==> config.mk <==
export PLATFORM = sky130hd
export DESIGN_NAME = systolic_skew_feeder
export DESIGN_NICKNAME = d
export VERILOG_FILES = /design/src/rtl/systolic_skew_feeder_pkg.sv /design/src/rtl/skew_delay_line.sv /design/src/rtl/systolic_skew_feeder.sv
export SDC_FILE = /design/constraint.sdc
export NUM_CORES = 2
export LEC_CHECK = 0
export ABC_AREA = 1
export BUFFER_PORTS_ARGS = -buffer_cell sky130_fd_sc_hd__buf_2
export CORE_MARGIN = 1.5
export CORE_UTILIZATION = 46
export DETAILED_ROUTE_END_ITERATION = 12
export HOLD_SLACK_MARGIN = 0.03
export PLACE_DENSITY = 0.65
export SLEW_MARGIN = 20
export SYNTH_ARGS = -nofsm -noshare
export SYNTH_HDL_FRONTEND = slang
export SYNTH_SLANG_ARGS = --single-unit
==> constraint.sdc <==
create_clock -name clk -period 1.8 [get_ports clk]
set_clock_uncertainty 0.1 [all_clocks]
set_input_delay 0.09 -clock clk [delete_from_list [all_inputs] [get_ports clk]]
set_output_delay 0.09 -clock clk [all_outputs]
set_load 0.03 [all_outputs]
==> src/rtl/systolic_skew_feeder_pkg.sv <==
`default_nettype none
// ============================================================================
// Module   : systolic_skew_feeder_pkg
// Brief    : Shared constants and FSM encoding for the systolic skew feeder.
// Revision : 1.0 - initial release
// ============================================================================
package systolic_skew_feeder_pkg;

  // Cluster geometry and field widths
  localparam int C_LANES = 8;
  localparam int C_DW    = 16;
  localparam int C_KW    = 8;

  // Feeder control states
  typedef enum logic [1:0] {
    IDLE   = 2'd0,
    STREAM = 2'd1,
    FLUSH  = 2'd2
  } state_t;

endpackage : systolic_skew_feeder_pkg
`default_nettype wire

==> src/rtl/skew_delay_line.sv <==
`default_nettype none
// ============================================================================
// Module   : skew_delay_line
// Brief    : DEPTH-stage shift register with enable hold and async clear.
//            One instance per lane sets that lane's systolic skew.
// Revision : 1.0 - initial release
// ============================================================================
module skew_delay_line #(
  parameter int DEPTH = 1,
  parameter int W     = 16
) (
  input  logic         clk,
  input  logic         rst_n,
  input  logic         en,
  input  logic [W-1:0] d,
  output logic [W-1:0] q
);

  logic [DEPTH-1:0][W-1:0] r_stage;

  // Shift one stage per enabled cycle; every stage holds while en is low
  always_ff @(posedge clk or negedge rst_n) begin
    if (!rst_n) begin
      r_stage <= '0;
    end else if (en) begin
      r_stage[0] <= d;
      for (int k = 1; k < DEPTH; k++) begin
        r_stage[k] <= r_stage[k-1];
      end
    end
  end

  assign q = r_stage[DEPTH-1];

endmodule : skew_delay_line
`default_nettype wire

==> src/rtl/systolic_skew_feeder.sv <==
`default_nettype none
// ============================================================================
// Module   : systolic_skew_feeder
// Brief    : Feeds activation/weight buses of the PE cluster with diagonal
//            skew (lane i delayed i cycles), and turns the last beat of a
//            K-length job into per-row done strobes plus a finish pulse.
// Revision : 1.0 - initial release
// ============================================================================
module systolic_skew_feeder
  import systolic_skew_feeder_pkg::*;
#(
  parameter int LANES = C_LANES,
  parameter int DW    = C_DW,
  parameter int KW    = C_KW
) (
  input  logic                clk,
  input  logic                rst_n,
  input  logic                en,
  input  logic                start,
  input  logic [KW-1:0]       k_len,
  input  logic                in_valid,
  output logic                in_ready,
  input  logic [LANES*DW-1:0] in_act,
  input  logic [LANES*DW-1:0] in_wgt,
  output logic [LANES*DW-1:0] activations,
  output logic [LANES*DW-1:0] weights,
  output logic [LANES-1:0]    done,
  output logic                busy,
  output logic                finish
);

  state_t        r_state;
  state_t        w_state_nxt;
  logic [KW-1:0] r_cnt;
  logic [KW-1:0] r_klen;
  logic          r_zero_fin;
  logic          w_accept;
  logic          w_last;
  logic          w_job_start;

  assign in_ready    = (r_state == STREAM);
  assign busy        = (r_state != IDLE);
  assign w_accept    = in_valid && in_ready && en;
  assign w_last      = w_accept && (r_cnt == (r_klen - KW'(1)));
  assign w_job_start = (r_state == IDLE) && start && (k_len != '0);

  // Next-state logic; FLUSH ends in the cycle the last tag leaves the top lane
  always_comb begin
    w_state_nxt = r_state;
    case (r_state)
      IDLE:    if (w_job_start)      w_state_nxt = STREAM;
      STREAM:  if (w_last)           w_state_nxt = FLUSH;
      FLUSH:   if (done[LANES-1])    w_state_nxt = IDLE;
      default:                       w_state_nxt = IDLE;
    endcase
  end

  // State register, frozen while en is low
  always_ff @(posedge clk or negedge rst_n) begin
    if (!rst_n) begin
      r_state <= IDLE;
    end else if (en) begin
      r_state <= w_state_nxt;
    end
  end

  // Job length latch and beat counter; the counter never wraps since k_len fits KW
  always_ff @(posedge clk or negedge rst_n) begin
    if (!rst_n) begin
      r_cnt  <= '0;
      r_klen <= '0;
    end else if (en) begin
      if (w_job_start) begin
        r_klen <= k_len;
        r_cnt  <= '0;
      end else if (w_accept) begin
        r_cnt <= r_cnt + KW'(1);
      end
    end
  end

  // An empty job completes on the cycle after its start request
  always_ff @(posedge clk or negedge rst_n) begin
    if (!rst_n) begin
      r_zero_fin <= 1'b0;
    end else if (en) begin
      r_zero_fin <= (r_state == IDLE) && start && (k_len == '0);
    end
  end

  // Built purely from registers, so it holds with them while en is low
  assign finish = r_zero_fin || ((r_state == FLUSH) && done[LANES-1]);

  // Per-lane skew; unaccepted cycles inject zero bubbles to keep lanes aligned
  for (genvar i = 0; i < LANES; i++) begin : g_lane
    logic [DW-1:0] w_act_d;
    logic [DW-1:0] w_wgt_d;

    assign w_act_d = w_accept ? in_act[i*DW +: DW] : '0;
    assign w_wgt_d = w_accept ? in_wgt[i*DW +: DW] : '0;

    skew_delay_line #(.DEPTH(i + 1), .W(DW)) u_act_line (
      .clk   (clk),
      .rst_n (rst_n),
      .en    (en),
      .d     (w_act_d),
      .q     (activations[i*DW +: DW])
    );

    skew_delay_line #(.DEPTH(i + 1), .W(DW)) u_wgt_line (
      .clk   (clk),
      .rst_n (rst_n),
      .en    (en),
      .d     (w_wgt_d),
      .q     (weights[i*DW +: DW])
    );

    skew_delay_line #(.DEPTH(i + 1), .W(1)) u_tag_line (
      .clk   (clk),
      .rst_n (rst_n),
      .en    (en),
      .d     (w_last),
      .q     (done[i])
    );
  end : g_lane

endmodule : systolic_skew_feeder
`default_nettype wire

* Word-level counts from Yosys, hierarchy flattened
Cells that the tools add are included.
** Storage, ports and cells
- Flip-flop bits (word level) :: 1179
- Latch bits :: 0
- Memory bits (writable) :: 0
- Memory bits (read-only) :: 0
- Input bits :: 269
- Output and inout bits :: 267
- Word-level logic and storage cells :: 130
- Memories :: 0
** Operators by class
- $add $sub $neg :: 2
- Multiply operators :: 0
- Divide/modulo/power cells :: 0
- $lt $le $gt $ge :: 0
- Equal/unequal tests :: 6
- Shift operators :: 0
- Mux-type cells :: 22
- Bitwise operators :: 0
- Reductions and logical operators :: 16
** Operator list (number)
- 2-to-1 mux 16 bit :: 16
- 2-to-1 mux 8 bit :: 2
- adder 8 x 1 -> 8 bit, second input constant :: 1
- == test 8 bit :: 1
- zero test 8 bit :: 1
- nonzero test 8 bit :: 1
- subtractor 8 x 1 -> 8 bit, second input constant :: 1
- logical AND 1 bit :: 7
- 2-to-1 mux 2 bit :: 3
- one-hot mux 2 bit (3 select lines) :: 1
- != test 2 x 1 -> 1 bit, second input constant :: 2
- AND reduction 2 bit :: 2
- AND reduction 4 bit :: 1
- nonzero test 2 bit :: 2
- == test 2 x 1 -> 1 bit, second input constant :: 1
- == test 2 bit, second input constant :: 1
- zero test 2 bit :: 1
- != test 2 bit, second input constant :: 1
- logical OR 1 bit :: 1

* Longest topological paths before layout
- Word-level depth :: 6
- Gate-level depth with buffers :: 12
- Mapped depth without buffers :: 12

* Cells and area by module
From an unflattened synthesis, not the netlist that was laid out.
** Unflattened totals
- Cell total of the unflattened synthesis :: 5979
- Area, all modules :: 50576.0 um2
** By module, submodules not included
- skew_delay_line (g_lane[7].u_act_line ...) :: instances 2, cells an instance 557, area an instance 5079.9 um2, sequential area each 3203.1 um2
- skew_delay_line (g_lane[6].u_act_line ...) :: instances 2, cells an instance 490, area an instance 4384.2 um2, sequential area each 2802.7 um2
- skew_delay_line (g_lane[5].u_act_line ...) :: instances 2, cells an instance 422, area an instance 3761.1 um2, sequential area each 2402.3 um2
- skew_delay_line (g_lane[4].u_act_line ...) :: instances 2, cells an instance 354, area an instance 3173.0 um2, sequential area each 2001.9 um2
- skew_delay_line (g_lane[3].u_act_line ...) :: instances 2, cells an instance 286, area an instance 2566.2 um2, sequential area each 1601.5 um2
- skew_delay_line (g_lane[2].u_act_line ...) :: instances 2, cells an instance 219, area an instance 1925.6 um2, sequential area each 1201.2 um2
- systolic_skew_feeder :: instances 1, cells an instance 729, area an instance 3318.2 um2, sequential area each 475.5 um2
- skew_delay_line (g_lane[1].u_act_line ...) :: instances 2, cells an instance 152, area an instance 1415.1 um2, sequential area each 800.8 um2
- skew_delay_line (g_lane[0].u_act_line ...) :: instances 2, cells an instance 68, area an instance 644.4 um2, sequential area each 400.4 um2
- skew_delay_line (g_lane[7].u_tag_line) :: instances 1, cells an instance 34, area an instance 305.3 um2, sequential area each 200.2 um2
- skew_delay_line (g_lane[6].u_tag_line) :: instances 1, cells an instance 30, area an instance 269.0 um2, sequential area each 175.2 um2
- skew_delay_line (g_lane[5].u_tag_line) :: instances 1, cells an instance 25, area an instance 221.5 um2, sequential area each 150.1 um2
- skew_delay_line (g_lane[4].u_tag_line) :: instances 1, cells an instance 21, area an instance 185.2 um2, sequential area each 125.1 um2
- skew_delay_line (g_lane[3].u_tag_line) :: instances 1, cells an instance 17, area an instance 148.9 um2, sequential area each 100.1 um2
- 3 more rows

* Least setup slack after synthesis
OpenSTA, ideal clock, no wires.
- Kind :: register -> register
- Start point :: reg r_klen[0]
- End point :: reg r_state[0]
- Library setup time :: 0.129 ns
- Arrival time :: 1.294 ns
- Required time :: 1.571 ns
- Slack :: 0.277 ns
- Stages on the path, launching flop included :: 11
- Path buffers :: 0
- Period minus slack after synthesis :: 1.523 ns
- Cells stage by stage :: dfrtp_1 -> inv_1 -> ha_1 -> inv_1 -> nand2_1 -> nand2_1 -> nand3_1 -> nor2_1 -> nand3_1 -> nor2_1 -> o21ai_0
** On the way
- Cells in the longest elaborated chain, start to end :: 5
** RTL lines
- from (decl) :: line systolic_skew_feeder.sv:35 : logic [KW-1:0] r_klen;
- from (signal assigned) :: line systolic_skew_feeder.sv:74 : r_klen <= k_len;
- subtractor 8 x 1 -> 8 bit :: line systolic_skew_feeder.sv:44 : assign w_last = w_accept && (r_cnt == (r_klen - KW'(1)));
- == test 8 bit :: line systolic_skew_feeder.sv:44
- logical AND 1 bit :: line systolic_skew_feeder.sv:44
- != test 2 x 1 -> 1 bit (no source line)
- AND reduction 4 bit (no source line)
- to (signal assigned) :: line systolic_skew_feeder.sv:63 : r_state <= w_state_nxt;
- to (decl) :: line systolic_skew_feeder.sv:32 : state_t r_state;
Every way passes these cells.
A chain may end at the register's enable or synchronous reset.

* Worst setup path in the final report
- Start point :: reg r_state[1]
- End point :: out finish
** On the way
- Cells in the longest elaborated chain, start to end :: 3
** RTL lines
- == test 2 bit :: line systolic_skew_feeder.sv:92 : assign finish = r_zero_fin || ((r_state == FLUSH) && done[LANES-1]);
- logical AND 1 bit :: line systolic_skew_feeder.sv:92
- logical OR 1 bit :: line systolic_skew_feeder.sv:92
- to (decl) :: line systolic_skew_feeder.sv:29 : output logic finish
Every way passes these cells.

==> flow_summary.yaml <==
global_routing:
  met2_usage_pct: 33.86
  first_global_vias: 32700
  gr-max-usage-layer: "met2"
  grtUsageMet1_pct: 27.36
  grt_pass1_wl_um: 171700
  grt_use_total_pct: 20.72
  grt_use_met3_pct: 3.847
  overflow: 0
  grt_max_degree: 180
  antenna_found_initial: 11
worst_setup_path:
  rr_endpoint: "g_lane[3].u_wgt_line.r_stage[9]"
  worstSetupPathType: "flop to output pin"
  worstSetupEndpointType: "output pin"
  worstPathCellList: "inv_2, o31ai_2, buf_4"
  r2r_slack_ns: 0.12
  required_ns: 1.61
  cp_slowest_cell: "dfrtp_1"
  cp_top_family: "flip-flops"
  path_max_fanout: 3
  reg2reg_from: "r_state[1]"
  cp_num_buf_inv: 2
  crit_path_max_incr_delay_ns: 0.40
  r2r.worst_path.cells: 7
  cp-start-kind: "flop"
  crit_arrival_ns: 1.61
cts:
  clk_pin_slew_worst_paths_ns: 0.07
  cts_tree: "yes"
  clkSinkCount: 1179
  cts_made_buffers: 121
  cts_root_buf: "clkbuf_16"
  clk_latency_ns: 0.68
  clock_path_buffers: 3
  ctsHtreeMaxLevel: 3
pwr:
  pwr-share-comb_pct: 17.8
  p_clk_share_pct: 35.8
  p_int_mw: 52.48
  p_switching_mw: 21.34
  p_leak_nw: 27.42
  p_sw_share_pct: 28.91
  power_density_nw_per_um2: 1298
  p_seq_share_pct: 46.4
  ir_drop_mv: 0.7975
final_layout:
  fillers: 8082
  fin_cells: 6647
  area_growth_pct: 24.69
  nets: 5521
  postLayoutCellArea_sq_um: 56890
  fin_util_pct: 57.88
  drive_gt1_share_pct: 16.48
logic_synthesis:
  synth_warnings: 0
  ys_ff_latch: 1179
  yosys-top-cells-area: "dfrtp_1 (65%), nand2_1 (9.1%), o21ai_0 (8.5%)"
  synth-edff-count: 0
  synthCells: 4526
  ys.flop_type: "dfrtp_1"
  yosysMostFrequentCell: "dfrtp_1"
  synth_nets: 4797
  syn_area_sq_um: 45620
  async_reset_ff_share_pct: 100.0
  syn_area_per_cell_sq_um: 10.08
  synthTopCellsByCount: "dfrtp_1 (1179), nand2_1 (1112), o21ai_0 (777)"
  synth.top_cell.area_share_pct: 64.67
  synth_seq_area_share_pct: 64.67
  synth_cell_types: 28
  yosysTopAreaCell: "dfrtp_1"
placement:
  gp_congestion: 0.8447
  io_buffers: 535
  dp_cells: 5978
  dpl.hpwl_um: 62950
  postPlaceCellArea_sq_um: 48210
die:
  coreArea_sq_um: 98280
  ios: 536
  rows: 115
  dieHeight_um: 317.9
  dieArea_sq_um: 101100
  die_x_um: 317.9
  start_util_pct: 46.42
hold_path:
  min_path_type: "input pin to flop"
  min_path_cells: 4
  holdCritStartpoint: "in_wgt[18]"
  hold_path_end: "g_lane[1].u_wgt_line.r_stage[2]"
timing:
  setup_viol: 0
  period_share_pct: 99.75
  rsz0062_at_grt: "true"
  finalSetupTns_ns: 0
  fin_crit_ns: 1.796
  slew_headroom_pct: 53.49
  hold_viol_final: 0
  drv_slew: 0
  clock.fmax_mhz: 556.9
  holdWs_ns: 0.07318
  worst_slew_pin_slew_ns: 0.6977
run_status:
  status: "completed"
routing:
  drt_iter0_drc: 2175
  wl_um: 103800
  vias: 32080
  firstDrtPassIters: 7
  drtAntennaViolNets: 0
  detail_route.vias_per_cell: 4.827
  wire_per_inst_um: 15.62
  drc: 0
flow_run:
  cap_violations: 0
[metal layers]
layer | up-vias | part of all wire, %
met5 | - | 0.042
met4 | 6 | 3.4
met3 | 217 | 4.8
met2 | 750 | 48
met1 | 15510 | 44
li1 | 15600 | -
[final cells by class]
type                    instances  area (sq um)  share of cell area (%)
diodes                          7         17.52                 0.03079
clock buffers                 177          3661                   6.436
clock inverters                49         628.1                   1.104
inverters                     526          1991                   3.499
multi-input cells            2331         10860                   19.09
flip-flops and latches       1179         29500                   51.87
well taps                    1287          1610                   2.831
repair buffers               1091          8617                   15.15
[flip-flops by register name, summed over array words and instances, names as in the netlist]
| signal | cells |
|---|---|
| r_klen | 8 |
| r_cnt | 8 |
| g_lane.u_wgt_line.r_stage | 448 |
| r_zero_fin | 1 |
| g_lane.u_act_line.r_stage | 448 |
| g_lane.u_wgt_line.q | 128 |
| g_lane.u_tag_line.q | 1 |
| g_lane.u_tag_line.r_stage | 7 |
| g_lane.u_act_line.q | 128 |
| r_state | 2 |
[power groups by stage]
stage,Combinational [mW],Sequential (mW),Clock [mW]
after CTS,13.1,34.3,27.0
after global routing,14.7,34.9,28.1
after global placement,11.9,34.5,0
final,13.1,34.3,26.4
after floorplan,9.46,34.3,0
after detailed placement,12.3,34.7,0
[placed cells by master (no fill, tap or decap), types with 2 or more instances in the layout]
cell and count:
dfrtp_1 1178, nand2_1 1112, o21ai_0 777, buf_2 531, inv_1 522, dlygate4sd3_1 432
o21ai_1 236, a22o_1 143, clkbuf_16 123, buf_4 73, buf_12 53, clkbuf_8 38
clkinv_2 26, nor2_1 22, clkbuf_1 16, bufinv_16 14, nand3_1 13, a21oi_1 10
diode_2 7, inv_6 5, inv_2 3, clkinv_4 3, nor2_4 2, xor2_1 2
nand2_4 2, o22ai_1 2, ha_1 2
[worst max-delay path by stage]
stage,from,to,slack [ns],cells after the start
2_1_floorplan,r_klen[0],r_state[0],0.28,10
3_3_place_gp,r_klen[0],r_state[0],0.16,10
3_5_place_dp,r_state[1],r_cnt[4],0.13,8
4_1_cts,r_state[0],busy,-0.03,3
5_1_grt,r_state[1],finish,-0.04,3
6_report,r_state[1],finish,0.004,3
[worst reg2reg max path, cell delays in order, from the launching register on]
cell     delay, ns
dfrtp_1       0.41
inv_2         0.09
nand2_1       0.12
nor2_4        0.20
buf_12        0.20
buf_4         0.30
nand2_1       0.10
o21ai_0       0.08
[through the flow]
step | setup WS, ns | power, mW
5_1_grt | -0.04326 | 77.75
4_1_cts | -0.02609 | 74.40
3_5_place_dp | 0.1322 | 46.96
6_report | 0.004413 | 73.83
3_3_place_gp | 0.1552 | 46.48
2_1_floorplan | 0.2766 | 43.71
[timing repair]
action | 4_1_cts | 5_1_grt
resized for setup | 6 | 2
pin swaps | 1 | 0
setup endpoints to repair | 3 | 5
hold buffers | 432 | 0
endpoints found under the hold margin | 1602 | 0
buffers inserted | 2 | 2
[kinds of logic (layout without fill, tap and decap cells)]
group	count (synthesis)	in the layout	synth area share [%]
flops	1179	1179	64.67
other cells	0	7	0
fa+ha+maj	2	2	0.05484
simple gates	1156	1156	9.640
xor+xnor	3	3	0.05761
compound gates	1170	1170	14.03
buf+inv	1016	1843	11.55
Note: power is estimated with default switching activity, not from simulation.
